`config.mk`:
```
export PLATFORM = sky130hd
export DESIGN_NAME = coin_collector
export DESIGN_NICKNAME = d
export VERILOG_FILES = /design/src/rtl/coin_collector_pkg.sv /design/src/rtl/sat_counter4.sv /design/src/rtl/coin_collector.sv
export SDC_FILE = /design/constraint.sdc
export NUM_CORES = 1
export LEC_CHECK = 0
export ABC_AREA = 1
export ABC_CLOCK_PERIOD_IN_PS = 1650
export CELL_PAD_IN_SITES_DETAIL_PLACEMENT = 1
export CELL_PAD_IN_SITES_GLOBAL_PLACEMENT = 2
export CORE_UTILIZATION = 30
export DETAILED_ROUTE_END_ITERATION = 10
export PLACE_DENSITY = 0.87
export SLEW_MARGIN = 40
export SYNTH_ARGS = -nofsm -noshare
export SYNTH_HDL_FRONTEND = slang
export SYNTH_SLANG_ARGS = --single-unit
```
`constraint.sdc`:
```
create_clock -name clk -period 1.65 [get_ports clk]
set_input_delay 0.33 -clock clk [delete_from_list [all_inputs] [get_ports clk]]
set_output_delay 0.33 -clock clk [all_outputs]
set_load 0.02 [all_outputs]
```
`src/rtl/coin_collector_pkg.sv`:
```
// coin_collector_pkg: shared definitions for the ticket vending front end.
//   - FSM state encoding (IDLE / COLLECT / HOLD)
//   - ticket range and refund code
//   - coin face values, also consumed by the pricing/change stage
package coin_collector_pkg;

    typedef enum logic [1:0] {
        IDLE    = 2'd0,
        COLLECT = 2'd1,
        HOLD    = 2'd2
    } state_t;

    localparam int CNT_W     = 4;
    localparam int NUM_COINS = 3;

    localparam logic [3:0] TICKET_MIN    = 4'd2;
    localparam logic [3:0] TICKET_MAX    = 4'd10;
    localparam logic [3:0] TICKET_REFUND = 4'd0;

    localparam logic [3:0] COIN_ONE_VAL  = 4'd1;
    localparam logic [3:0] COIN_FIVE_VAL = 4'd5;
    localparam logic [3:0] COIN_TEN_VAL  = 4'd10;

    function automatic logic ticket_legal(input logic [3:0] t);
        return (t >= TICKET_MIN) && (t <= TICKET_MAX);
    endfunction

endpackage

```
`src/rtl/sat_counter4.sv`:
```
// sat_counter4: 4-bit saturating up-counter.
//   clk, rst_n : clock, async active-low reset
//   inc        : count request; ignored once the counter sits at MAX
//   clr        : synchronous clear, overrides inc
//   cnt        : current count
//   at_max     : count equals MAX (an inc this cycle is dropped)
module sat_counter4 #(
    parameter logic [3:0] MAX = 4'd15
) (
    input  logic       clk,
    input  logic       rst_n,
    input  logic       inc,
    input  logic       clr,
    output logic [3:0] cnt,
    output logic       at_max
);

    assign at_max = (cnt == MAX);

    always_ff @(posedge clk or negedge rst_n) begin
        if (!rst_n)
            cnt <= '0;
        else if (clr)
            cnt <= '0;
        else if (inc && !at_max)
            cnt <= cnt + 4'd1;
    end

endmodule

```
`src/rtl/coin_collector.sv`:
```
// coin_collector: counts 1/5/10-yuan coins, latches the ticket choice and,
// on confirm / cancel / inactivity timeout, presents a frozen
// {one, five, ten, ticket} transaction until vend_ack.
//   clk, rst_n                  : clock, async active-low reset
//   coin_one/five/ten           : one-cycle coin pulses
//   sel_valid, ticket_sel       : ticket choice (legal 2..10)
//   confirm, cancel             : passenger buttons
//   vend_ack                    : downstream consumed the transaction
//   one, five, ten, ticket      : presented transaction (ticket 0 = refund)
//   vend_valid                  : transaction valid and stable
//   coin_reject                 : a coin was not counted (registered pulse)
//   busy                        : state is not IDLE
module coin_collector
    import coin_collector_pkg::*;
#(
    parameter int CNT_MAX        = 15,
    parameter int TIMEOUT_CYCLES = 1000
) (
    input  logic       clk,
    input  logic       rst_n,
    input  logic       coin_one,
    input  logic       coin_five,
    input  logic       coin_ten,
    input  logic       sel_valid,
    input  logic [3:0] ticket_sel,
    input  logic       confirm,
    input  logic       cancel,
    input  logic       vend_ack,
    output logic [3:0] one,
    output logic [3:0] five,
    output logic [3:0] ten,
    output logic [3:0] ticket,
    output logic       vend_valid,
    output logic       coin_reject,
    output logic       busy
);

    localparam int              TMR_W    = $clog2(TIMEOUT_CYCLES);
    localparam logic [TMR_W-1:0] TMR_LAST = TMR_W'(TIMEOUT_CYCLES - 1);

    state_t                           state, state_d;
    logic [NUM_COINS-1:0]             coin_in, coin_inc, at_max;
    logic [NUM_COINS-1:0][CNT_W-1:0]  cnt;
    logic [3:0]                       ticket_lat;
    logic [TMR_W-1:0]                 timer;

    logic accepting, sel_ok, activity, do_ack;
    logic go_cancel, go_confirm, go_timeout;

    assign coin_in   = {coin_ten, coin_five, coin_one};
    assign accepting = (state != HOLD);
    assign sel_ok    = sel_valid && ticket_legal(ticket_sel);
    // Any coin pulse counts as activity, even one rejected at saturation.
    assign activity  = (|coin_in) || sel_ok;
    assign do_ack    = (state == HOLD) && vend_ack;

    assign go_cancel  = (state == COLLECT) && cancel;
    // The latch only ever holds legal values, so non-zero means "chosen".
    assign go_confirm = (state == COLLECT) && confirm && !cancel &&
                        (ticket_lat != TICKET_REFUND);
    // A coin or selection on the last idle cycle reloads the timer instead.
    assign go_timeout = (state == COLLECT) && !activity && (timer == TMR_LAST);

    assign coin_inc = accepting ? coin_in : '0;

    // Lane 0 = 1-yuan, lane 1 = 5-yuan, lane 2 = 10-yuan.
    for (genvar g = 0; g < NUM_COINS; g++) begin : g_cnt
        sat_counter4 #(.MAX(4'(CNT_MAX))) u_cnt (
            .clk    (clk),
            .rst_n  (rst_n),
            .inc    (coin_inc[g]),
            .clr    (do_ack),
            .cnt    (cnt[g]),
            .at_max (at_max[g])
        );
    end

    assign one  = cnt[0];
    assign five = cnt[1];
    assign ten  = cnt[2];

    // ---------------- FSM: state register ----------------
    always_ff @(posedge clk or negedge rst_n) begin
        if (!rst_n) state <= IDLE;
        else        state <= state_d;
    end

    // ---------------- FSM: next state ----------------
    always_comb begin
        state_d = state;
        case (state)
            IDLE:    if (activity) state_d = COLLECT;
            COLLECT: if (go_cancel || go_confirm || go_timeout) state_d = HOLD;
            HOLD:    if (vend_ack) state_d = IDLE;
            default: state_d = IDLE;
        endcase
    end

    // ---------------- FSM: outputs ----------------
    always_comb begin
        busy = (state != IDLE);
    end

    // ---------------- datapath ----------------
    always_ff @(posedge clk or negedge rst_n) begin
        if (!rst_n) begin
            ticket_lat  <= TICKET_REFUND;
            timer       <= '0;
            ticket      <= TICKET_REFUND;
            vend_valid  <= 1'b0;
            coin_reject <= 1'b0;
        end else begin
            if (do_ack)
                ticket_lat <= TICKET_REFUND;
            else if (accepting && sel_ok)
                ticket_lat <= ticket_sel;

            // Timer runs only while staying in COLLECT with no activity,
            // so it is zero on every entry to and exit from COLLECT.
            if ((state == COLLECT) && (state_d == COLLECT) && !activity)
                timer <= timer + 1'b1;
            else
                timer <= '0;

            if ((state == COLLECT) && (state_d == HOLD))
                ticket <= go_confirm ? ticket_lat : TICKET_REFUND;
            else if (do_ack)
                ticket <= TICKET_REFUND;

            vend_valid  <= (state_d == HOLD);
            coin_reject <= |(coin_in & (accepting ? at_max : '1));
        end
    end

endmodule

```
==> summary.md <==
The run finished with clean final reports. For the finished layout, the period the worst path requires is 1.59 ns. For the number of antenna violations at the first check in global routing, the log shows 0. At the end of routability-driven placement, the weighted congestion stood at 0.729. The tool flagged a number of max-cap violations equal to 0.

The tools report the final number of max-transition violations as 0. TritonCTS built the clock tree. The number of detailed-routing iterations run before antenna repair is 4. The per-cell via count in the routed design is 4.69. The per-instance average area after synthesis is 8.44 um2. For the worst-skew pair, the clock arrives at the later sink with an insertion delay of 0.28 ns. The width of the die is 76.8 um.

The final worst slack came out at 0.0576 ns. The detailed router's first-iteration violation count came out at 38. The worst register-to-register path has a depth of 7. The endpoint identified for the worst register-to-register timing path is timer[8].

The synthesized netlist contains 25 unique library cells. The maximum root-to-sink buffer count was 2; the area share of the largest cell type after synthesis was 50.7%. The initial standard-cell utilization of the core is 32.1%, and the layout net count is 274. The H-tree was split into 2 levels. Buffers inserted to repair hold after CTS numbered 0.

The wire-length estimate of the detail-placed layout is 3140 um. The share of layout cells above drive strength 1 was 15.6%; the post-synthesis register bit count was 34. The clock net in this run drives a total of 34 sinks.

Hold timing on the final database bottoms out at a slack of 0.427 ns. For the final clock skew, the log shows 0.00375 ns. On the worst path, the slowest cell contributes a delay of 0.61 ns. The count of endpoints failing hold in the final timing report was 0; the via count of the first global-routing pass was 1579.

Buffers plus inverters on the worst setup path: 1. Synthesis produced a netlist whose cell count is 199. Global routing finished with a remaining overflow of 0. The core region is 0.00524 mm2.

The run gives 851 um2 as the area occupied by registers. After clock tree synthesis, the clock-pin slew on the worst setup and hold paths is 0.07 ns. Worst path arrival time: 1.26 ns. The total routed wirelength came out at 4050 um.

During synthesis, Yosys emitted a total of 0 warnings. The startpoint identified for the worst register-to-register timing path is timer[1]. The worst-case IR drop observed on VDD is 0.000888 V. The number of rows created at floorplan came out at 26. The worst path uses 96.5% of the clock period. The aggregate global-route resource usage came out at 15.6%. The critical path is of the register to primary output type. The remaining number of nets flagged by the antenna check after routing was 0. The run gives 78.6% as the max-slew headroom at the worst pin. For the diode insertion count for antenna repair, the log shows 0. The first global-routing pass estimated 7320 um of wire.

The signal on the critical path passes through clkdlybuf4s50_1. Clock tree synthesis inserted a total of 5 buffers. The top cell types in the final layout, fill and taps aside, are 44 x sky130_fd_sc_hd__nand2_1, 34 x sky130_fd_sc_hd__dfrtp_1, 25 x sky130_fd_sc_hd__inv_1.

Sorting the synthesized cells by area gives the leading types as sky130_fd_sc_hd__dfrtp_1 51%, sky130_fd_sc_hd__nand2_1 9.8%, sky130_fd_sc_hd__inv_1 5.6%. STA classifies the critical path endpoint as a primary output. The fill cell instance count of the final layout was 655. Number of buffer cells added on primary ports: 31. The final count of negative-setup-slack endpoints came out at 0.

The worst register-to-register path has a setup slack of 0.13 ns. Total number of vias: 1533. The tools report the clock tree root buffer cell as sky130_fd_sc_hd__clkbuf_8. The category of cells accounting for the largest share of critical-path delay is buffers and inverters. In the routed design, unresolved DRC markers number 0. The leading cell type in the layout, fill and taps excluded was sky130_fd_sc_hd__nand2_1. The largest area contributor in the synthesized netlist was sky130_fd_sc_hd__dfrtp_1.

Summed over all cells, the static leakage comes to 1.17 nW. Kind of start point of the critical path: a register. 32 I/O pins were placed.

After detailed routing, the average wire length per cell comes to 12.4 um. For this run, the top clock speed supported by timing is 628 MHz. The floorplan step defined a die boundary enclosing 0.00590 mm2. At the pin with the least slew margin, the transition time is 0.321 ns. After routing the design area is 0.00233 mm2. Counting every net in the synthesized netlist gives 216.

For the standard cell area after detailed placement, the log shows 0.00224 mm2. Worst min-delay path class: input port to asynchronous set/reset pin. From synthesis to final layout, the design area changed by 38.7%. Data on the critical path is required at its endpoint by 1.32 ns. The power density over cell area works out to 1480 mW/mm2.

In this run the cell area of the synthesized design comes to 0.00168 mm2. Of all nets on the critical path, the largest fanout is 3. The area used by multi-input combinational logic is 741 um2, and the post-placement worst setup slack is -0.118 ns. The slowest stage of the critical path is the sky130_fd_sc_hd__clkdlybuf4s50_1 cell. For the pin count of the biggest net entering global routing, the log shows 35. The share of the Yosys chip area taken by registers is 50.7%. The die height works out to 76.8 um.
[cells in the mapped netlist]
cell type / n
sky130_fd_sc_hd__nand2_1: 44
sky130_fd_sc_hd__dfrtp_1: 34
sky130_fd_sc_hd__inv_1: 25
sky130_fd_sc_hd__nor2_1: 23
sky130_fd_sc_hd__nand3_1: 18
sky130_fd_sc_hd__nand4_1: 9
sky130_fd_sc_hd__a21oi_1: 6
sky130_fd_sc_hd__o21ai_0: 5
sky130_fd_sc_hd__xor2_1: 5
sky130_fd_sc_hd__ha_1: 4
sky130_fd_sc_hd__a31oi_1: 3
sky130_fd_sc_hd__inv_2: 3
sky130_fd_sc_hd__nor2_2: 3
sky130_fd_sc_hd__o22ai_1: 3
sky130_fd_sc_hd__nor3_1: 2
sky130_fd_sc_hd__o211ai_1: 2
sky130_fd_sc_hd__xnor2_1: 2
sky130_fd_sc_hd__a31o_2: 1
sky130_fd_sc_hd__and2_4: 1
sky130_fd_sc_hd__clkbuf_1: 1
sky130_fd_sc_hd__nand3_4: 1
sky130_fd_sc_hd__nand4_2: 1
sky130_fd_sc_hd__nor2_4: 1
sky130_fd_sc_hd__o221ai_1: 1
sky130_fd_sc_hd__or2_1: 1
[worst max-delay path by stage]
stage                           from               endpoint  slack, ns  cells after the start
4_1_cts        g_cnt[2].u_cnt.cnt[0]                 ten[0]       0.01                      1
3_5_place_dp           ticket_sel[0]               timer[9]      -0.12                      8
6_report       g_cnt[1].u_cnt.cnt[0]                five[0]       0.06                      1
5_1_grt                     timer[1]               timer[8]     -0.001                      7
3_3_place_gp                coin_one               timer[8]      -0.07                      6
2_1_floorplan  g_cnt[1].u_cnt.cnt[1]  g_cnt[1].u_cnt.cnt[3]       0.19                      9
[routing by layer]
layer / vias up / share of wire (%) / GRT usage, %
met5: - / 0 / 0
met4: 0 / 1.3 / 5.19
met3: 6 / 3.4 / 3.45
met2: 25 / 47 / 24.6
met1: 736 / 48 / 21.1
li1: 766 / - / -
[timing repair]
action                     in CTS  in global routing
gates cloned                    0                  1
pin swaps                       0                  1
buffers inserted                0                  0
setup endpoints to repair      10                 17
gates resized for setup        10                  4
[sequential cells by signal, summed over array words and instances (netlist names)]
signal and flops:
ticket_lat 4, timer 10, ticket 4, vend_valid 1, coin_reject 1, g_cnt.u_cnt.cnt 12
state 2
[where the power goes]
group          leakage, nW  internal, W  total, W  switching, W
Clock               0.0438     0.000283  0.000576      0.000293
Combinational        0.685     0.000628   0.00153      0.000900
Sequential           0.440      0.00110   0.00134      0.000237
[through the flow]
step                total power, W  std cells  util, %  setup TNS (ns)
floorplan                  0.00222        199        -               0
global placement           0.00293        319     42.7          -0.699
detailed placement         0.00298        319     42.7           -1.41
CTS                        0.00349        326     44.0               0
global route               0.00373        327     44.5        -0.00154
finish                     0.00344        327     44.5               0
[kinds of logic after synthesis]
logic type | share of synthesized area [%]
buf+inv | 6.48
flops | 50.7
simple gates | 28.8
fa+ha+maj | 2.98
compound gates | 7.45
xor+xnor | 3.65
[area by class of cell]
cell class                 instances  share of cell area [%]
clock buffer                       5                    2.96
clock inverter                     2                   0.430
inverter                          28                    4.51
multi-input combinational        137                    31.8
sequential                        34                    36.5
tap                               70                    3.76
timing repair buffer              51                    20.0
(Power assumes the default switching activity.)
